<file path="src/rtl/frame_peak_ctrl_if.sv">
// Sample stream and peak report port of the frame peak controller.
// master drives samples and report-ready; slave is the controller itself.
interface frame_peak_ctrl_if #(
  parameter int W    = 16,
  parameter int SH_W = 4
) ();
  logic [W-1:0]    x;
  logic            x_v;
  logic            x_rdy;
  logic [W-1:0]    pk;
  logic [SH_W-1:0] pk_shift;
  logic            pk_v;
  logic            pk_rdy;

  modport master (
    output x, x_v, pk_rdy,
    input  x_rdy, pk, pk_shift, pk_v
  );

  modport slave (
    input  x, x_v, pk_rdy,
    output x_rdy, pk, pk_shift, pk_v
  );
endinterface

</file>
<file path="src/rtl/frame_peak_ctrl.sv">
// Frame sequencer for the LPC peak detector: splits accepted samples into frames and reports each frame's absolute peak.
// Define FRAME_PEAK_SHIFT_EN to build the leading-zero normalisation shift on pk_shift; otherwise pk_shift is tied to 0.
module frame_peak_ctrl #(
  parameter int W         = 16,
  parameter int FRAME_LEN = 256,
  parameter int CNT_W     = 8,
  parameter int SH_W      = 4
) (
  input  logic               clk,
  input  logic               rst,
  input  logic               i_start,
  input  logic               i_cont,
  input  logic               i_abort,
  output logic               o_busy,
  frame_peak_ctrl_if.slave   io_stream
);

  typedef enum logic [1:0] {
    IDLE   = 2'd0,
    ACCUM  = 2'd1,
    REPORT = 2'd2
  } stateT;

  localparam logic [CNT_W-1:0] LAST_IDX = CNT_W'(FRAME_LEN - 1);
  localparam logic [W-1:0]     MOST_NEG = {1'b1, {(W-1){1'b0}}};
  localparam logic [W-1:0]     MOST_POS = {1'b0, {(W-1){1'b1}}};

  stateT            r_state;
  stateT            w_stateNext;
  logic [CNT_W-1:0] r_cnt;
  logic [CNT_W-1:0] w_cntNext;
  logic [W-1:0]     r_acc;
  logic [W-1:0]     w_accNext;
  logic [W-1:0]     r_pk;
  logic [W-1:0]     w_pkNext;
  logic             r_pkV;
  logic             w_pkVNext;
  logic             w_loadPk;

  logic             w_xRdy;
  logic             w_accept;
  logic             w_handshake;
  logic [W-1:0]     w_mag;
  logic [W-1:0]     w_peak;

  // Abort gates x_rdy so an aborted cycle can never count a sample.
  assign w_xRdy      = (r_state == ACCUM) && !i_abort;
  assign w_accept    = w_xRdy && io_stream.x_v;
  assign w_handshake = r_pkV && io_stream.pk_rdy;

  // Saturating magnitude: the most negative code has no positive twin.
  always_comb begin
    w_mag = io_stream.x;
    if (io_stream.x == MOST_NEG) begin
      w_mag = MOST_POS;
    end else if (io_stream.x[W-1]) begin
      w_mag = ~io_stream.x + 1'b1;
    end
  end

  assign w_peak = (w_mag > r_acc) ? w_mag : r_acc;

  always_comb begin
    w_stateNext = r_state;
    w_cntNext   = r_cnt;
    w_accNext   = r_acc;
    w_pkNext    = r_pk;
    w_pkVNext   = r_pkV;
    w_loadPk    = 1'b0;
    case (r_state)
      IDLE: begin
        if (i_start) begin
          w_stateNext = ACCUM;
          w_cntNext   = '0;
          w_accNext   = '0;
        end
      end
      ACCUM: begin
        if (i_abort) begin
          w_stateNext = IDLE;
          w_pkVNext   = 1'b0;
        end else if (w_accept) begin
          w_accNext = w_peak;
          w_cntNext = r_cnt + 1'b1;
          if (r_cnt == LAST_IDX) begin
            w_stateNext = REPORT;
            w_pkNext    = w_peak;
            w_pkVNext   = 1'b1;
            w_loadPk    = 1'b1;
          end
        end
      end
      REPORT: begin
        if (i_abort) begin
          w_stateNext = IDLE;
          w_pkVNext   = 1'b0;
        end else if (w_handshake) begin
          w_pkVNext = 1'b0;
          if (i_cont) begin
            w_stateNext = ACCUM;
            w_cntNext   = '0;
            w_accNext   = '0;
          end else begin
            w_stateNext = IDLE;
          end
        end
      end
      default: begin
        w_stateNext = IDLE;
        w_pkVNext   = 1'b0;
      end
    endcase
  end

  always_ff @(posedge clk) begin
    if (rst) begin
      r_state <= IDLE;
      r_cnt   <= '0;
      r_acc   <= '0;
      r_pk    <= '0;
      r_pkV   <= 1'b0;
    end else begin
      r_state <= w_stateNext;
      r_cnt   <= w_cntNext;
      r_acc   <= w_accNext;
      r_pk    <= w_pkNext;
      r_pkV   <= w_pkVNext;
    end
  end

`ifdef FRAME_PEAK_SHIFT_EN
  logic [SH_W-1:0] r_pkShift;

  // Zeros between bit W-2 and the MSB of v; an all-zero value gives W-1.
  function automatic logic [SH_W-1:0] leadZeros(input logic [W-1:0] v);
    leadZeros = SH_W'(W - 1);
    for (int i = 0; i < W - 1; i++) begin
      if (v[i]) begin
        leadZeros = SH_W'(W - 2 - i);
      end
    end
  endfunction

  always_ff @(posedge clk) begin
    if (rst) begin
      r_pkShift <= '0;
    end else if (w_loadPk) begin
      r_pkShift <= leadZeros(w_pkNext);
    end
  end

  assign io_stream.pk_shift = r_pkShift;
`else
  assign io_stream.pk_shift = {SH_W{1'b0}};
`endif

  assign io_stream.x_rdy = w_xRdy;
  assign io_stream.pk    = r_pk;
  assign io_stream.pk_v  = r_pkV;
  assign o_busy          = (r_state != IDLE);

endmodule

</file>
<file path="src/flat_wrapper.sv">
// flat-port wrapper written by rule: the top's interface ports become plain ports
module frame_peak_ctrl_flat 
#(
  parameter int W         = 16,
  parameter int FRAME_LEN = 256,
  parameter int CNT_W     = 8,
  parameter int SH_W      = 4
)
  (clk, rst, i_start, i_cont, i_abort, o_busy, io_stream_x, io_stream_x_v, io_stream_pk_rdy, io_stream_x_rdy, io_stream_pk, io_stream_pk_shift, io_stream_pk_v);
  frame_peak_ctrl_if #(.W(W), .SH_W(SH_W)) io_stream_i ();
  input  logic clk;
  input  logic rst;
  input  logic i_start;
  input  logic i_cont;
  input  logic i_abort;
  output logic o_busy;
  input wire logic [$bits(io_stream_i.x)-1:0] io_stream_x;
  input wire logic [$bits(io_stream_i.x_v)-1:0] io_stream_x_v;
  input wire logic [$bits(io_stream_i.pk_rdy)-1:0] io_stream_pk_rdy;
  output wire logic [$bits(io_stream_i.x_rdy)-1:0] io_stream_x_rdy;
  output wire logic [$bits(io_stream_i.pk)-1:0] io_stream_pk;
  output wire logic [$bits(io_stream_i.pk_shift)-1:0] io_stream_pk_shift;
  output wire logic [$bits(io_stream_i.pk_v)-1:0] io_stream_pk_v;
  assign io_stream_i.x = io_stream_x;
  assign io_stream_i.x_v = io_stream_x_v;
  assign io_stream_i.pk_rdy = io_stream_pk_rdy;
  assign io_stream_x_rdy = io_stream_i.x_rdy;
  assign io_stream_pk = io_stream_i.pk;
  assign io_stream_pk_shift = io_stream_i.pk_shift;
  assign io_stream_pk_v = io_stream_i.pk_v;
  frame_peak_ctrl #(.W(W), .FRAME_LEN(FRAME_LEN), .CNT_W(CNT_W), .SH_W(SH_W)) u_core (.clk(clk), .rst(rst), .i_start(i_start), .i_cont(i_cont), .i_abort(i_abort), .o_busy(o_busy), .io_stream(io_stream_i));
endmodule
</file>
<file path="config.mk">
export PLATFORM = sky130hd
export DESIGN_NAME = frame_peak_ctrl_flat
export DESIGN_NICKNAME = d
export VERILOG_FILES = /design/src/rtl/frame_peak_ctrl_if.sv /design/src/rtl/frame_peak_ctrl.sv /design/src/flat_wrapper.sv
export SDC_FILE = /design/constraint.sdc
export NUM_CORES = 1
export LEC_CHECK = 0
export BUFFER_PORTS_ARGS = -buffer_cell sky130_fd_sc_hd__buf_2
export CORE_MARGIN = 5
export CORE_UTILIZATION = 55
export CTS_BUF_LIST = sky130_fd_sc_hd__clkbuf_4
export CTS_CLUSTER_SIZE = 12
export DETAILED_ROUTE_END_ITERATION = 7
export HOLD_SLACK_MARGIN = 0.02
export PLACE_DENSITY = 0.74
export RECOVER_POWER = 50
export SLEW_MARGIN = 20
export SYNTH_ARGS = -nofsm -noshare
export SYNTH_HDL_FRONTEND = slang
export SYNTH_SLANG_ARGS = --single-unit
</file>
<file path="constraint.sdc">
create_clock -name clk -period 4.8 [get_ports clk]
set_input_delay 0.24 -clock clk [delete_from_list [all_inputs] [get_ports clk]]
set_output_delay 0.24 -clock clk [all_outputs]
set_load 0.01 [all_outputs]
</file>
==> impl_results.md <==
* Clk Tree Root Cell: clkbuf_4
* Total grt overflow at 0
* Final setup fails at 0
* Ys Warns at 0
* Total track usage at 21.23%
* VDD IR max at 132.1 µV
* Hold Vio Cnt, Final at 0
* CP endpoint kind: flop
* CTS sink cnt at 43
* Routed Antenna Nets at 0
* # Max-Cap Violations at 1
* RePlAce Congestion at 0.9255
* Sequential area share after synthesis at 29.85%
* Post-CTS Resized at 0
* CP Data Required Time at 5.05 ns
* Share of the synthesized area in the top cell type at 29.85%
* Slew Limit Fails at 39
* Core box area at 0.005107 mm²
* Clock tree buffer depth at 2
* Final critical-path share of the clock period at 80.36%
* Final core occ at 62.59%
* Fraction of the mapped netlist area in simple logic gates at 29.59%
* Layout Nets at 438
* Post-synth EDFFs at 0
* Dpl cells at 460
* DR iter-0 viols at 145
* Fmax at 259.3 MHz
* Vias in the first global route at 2445
* CTS tree: yes
* Status: finished with violations
* Skew-Pair Late Insertion Delay at 0.37 ns
* Leak Pwr at 1.131 nW
* Pwr per Cell Area at 231.8 mW/mm²
* DP HPWL at 5.110 mm
* RSZ-0062 raised after global routing: no
* Mean Syn Cell Area at 7.989 µm²
* First-pass GRT wire length at 11.23 mm
* Final setup skew at 0.008444 ns
* Synth unique cells at 56
* Mapped Cells at 361
* Setup TNS at 0 ns
* Initial antenna violation count at 0
* Post-synthesis mux area share at 1.085%
* Via count at 2775
* Post-synthesis adder-cell area fraction at 7.809%
* Failing checks: capacitance limit, slew limit
* Starting Density at 56.47%
* Main combinational cell family by area after synthesis: simple AND/OR/NAND/NOR gates
* CP Class: in -> reg
* Synthesized cell area at 0.002884 mm²
* Area leader, netlist: dfxtp_1
* Synth Area in XOR/XNOR at 3.644%
* Ports at 46
* Layout Cells excl Fill at 468
* CTS Buf Count at 5
* Startpoint Class: input port
* Worst slew margin at -2.951%
* Main flop type after synthesis: dfxtp_1
* Worst min path class: in -> reg
* CTS Hold Bufs at 0
* Total die area at 0.006792 mm²
* Vias per cell at 5.929
* Largest net degree at the start of global routing at 65
* CTS clock-pin slew for the worst setup and hold paths at 0.13 ns
* Share of cells above drive strength 1 at 12.31%
* Setup Buffers After CTS at 0
* Post-synthesis register bit count at 43
* CTS HTree Levels at 2
* Hold WS at 0.1942 ns
* Area fraction in compound gates after synthesis at 20.52%
* Die height at 82.42 µm
* DR DRC count at 0
* Die Width at 82.42 µm
* IO buf count at 41
* Routed WL at 6.950 mm
* Area contributors post-synth: dfxtp_1 30%, ha_1 7.8%, nand2b_1 5.2%, inv_1 3.6%, nor2_1 3.6%
* Async S/R FF share, synth at 0%
* Most common cell after layout, fill and taps aside: dfxtp_1
* Final min period at 3.857 ns
* Pre-Repair DR Iteration Count at 4
* Worst-path fanout max at 10
* Area growth from synthesis to layout at 10.85%
* Crit path arrival time at 4.11 ns
* Antenna Cells at 0
* Worst-Margin Slew at 1.544 ns
* Most frequent cells in the layout: 43 x dfxtp_1, 28 x nor2_1, 28 x inv_1, 24 x nand2b_1
* WL/cell at 14.85 µm
* Row count at 26
## cell usage after synthesis (3+ instances only)
master and instances:
xor2_1 8, o311ai_0 8, o311a_1 3, nand3b_1 12, or4_1 6, inv_1 28
nand4_1 8, a21o_1 4, o21ai_0 10, or2_2 6, nand3_1 17, clkbuf_1 17
nor2_1 28, dfxtp_1 43, o31ai_1 3, nor3_1 5, xnor2_1 4, ha_1 18
or3_1 3, nor3b_1 3, buf_4 4, nand2b_1 24, nand2_1 22, o32ai_1 9
a211oi_1 6, and2_1 4, o22ai_1 8, a21oi_1 11
## final timing paths
kind	start	to	slack, ns	depth (start not counted)
max	io_stream_x[1]	u_core.io_stream.pk[9]$_SDFFE_PP0P_	0.94	17
min	io_stream_pk_rdy	u_core.r_state[1]$_SDFFE_PP0P_	0.19	4
max reg2reg	u_core.r_cnt[0]$_SDFFE_PP0P_	u_core.io_stream.pk[6]$_SDFFE_PP0P_	2.22	8
min reg2reg	u_core.io_stream.pk_v$_SDFFE_PP0P_	u_core.io_stream.pk_v$_SDFFE_PP0P_	0.51	2
## state kept, by name, indices dropped and copies added (netlist names)
register and cells:
u_core.r_acc 16, u_core.r_state 2, u_core.io_stream.pk_v 1, u_core.r_cnt 8
u_core.io_stream.pk 16
## routing by layer
layer  routed length (µm)  up-vias  part of all wire [%]  global-route usage, %
met5                    0        -                     0                      0
met4                   75        0                   1.1                  6.977
met3                  412        6                   5.9                  3.037
met2                 3320       81                    48                  35.42
met1                 3141     1306                    45                  27.98
li1                     -     1382                     -                      -
## cell families (layout without fill, tap and decap cells)
logic type,after synthesis,count (layout)
adders and majority gates,18,18
xor gates and xnor gates,12,12
muxes,3,3
AOI/OAI and AO/OA,80,80
buffers and inverters,52,86
other,1,4
DFF,43,43
and+or+nand+nor,152,152
## cell type report
type	count	area [µm²]
clock buffers	5	37.54
clock inverters	3	38.79
fillers	503	1911
inverters	28	105.1
multi-input cells	269	1822
flip-flops and latches	43	860.8
well taps	70	87.58
repair buffers	50	245.2
## worst max-delay path, cell delays in order
cell      delay, ns
buf_2          0.11
inv_1          0.09
ha_1           0.18
or4b_1         0.59
nor4_2         0.53
nor2_1         0.07
mux2_2         0.30
inv_1          0.06
ha_1           0.23
a211oi_1       0.20
o21ai_0        0.11
a221o_1        0.32
a211oi_1       0.23
buf_4          0.19
nor2_1         0.10
buf_4          0.20
o311ai_0       0.34
## power breakdown
part,switching [mW],internal (mW)
Sequential,0.00196,0.360
Combinational,0.0916,0.0582
Clock,0.122,0.107
Total,0.216,0.525
## stage by stage
stage          power [mW]  setup slack, ns  instance area, µm²
4_1_cts            0.7489            1.017                3224
6_report           0.7410           0.9428                3197
3_5_place_dp       0.5171           0.6385                3148
2_1_floorplan      0.4692           0.9512                2895
3_3_place_gp       0.5148           0.7726                3148
5_1_grt            0.7799           0.4894                3197
Note: power is estimated with default switching activity, not from simulation.
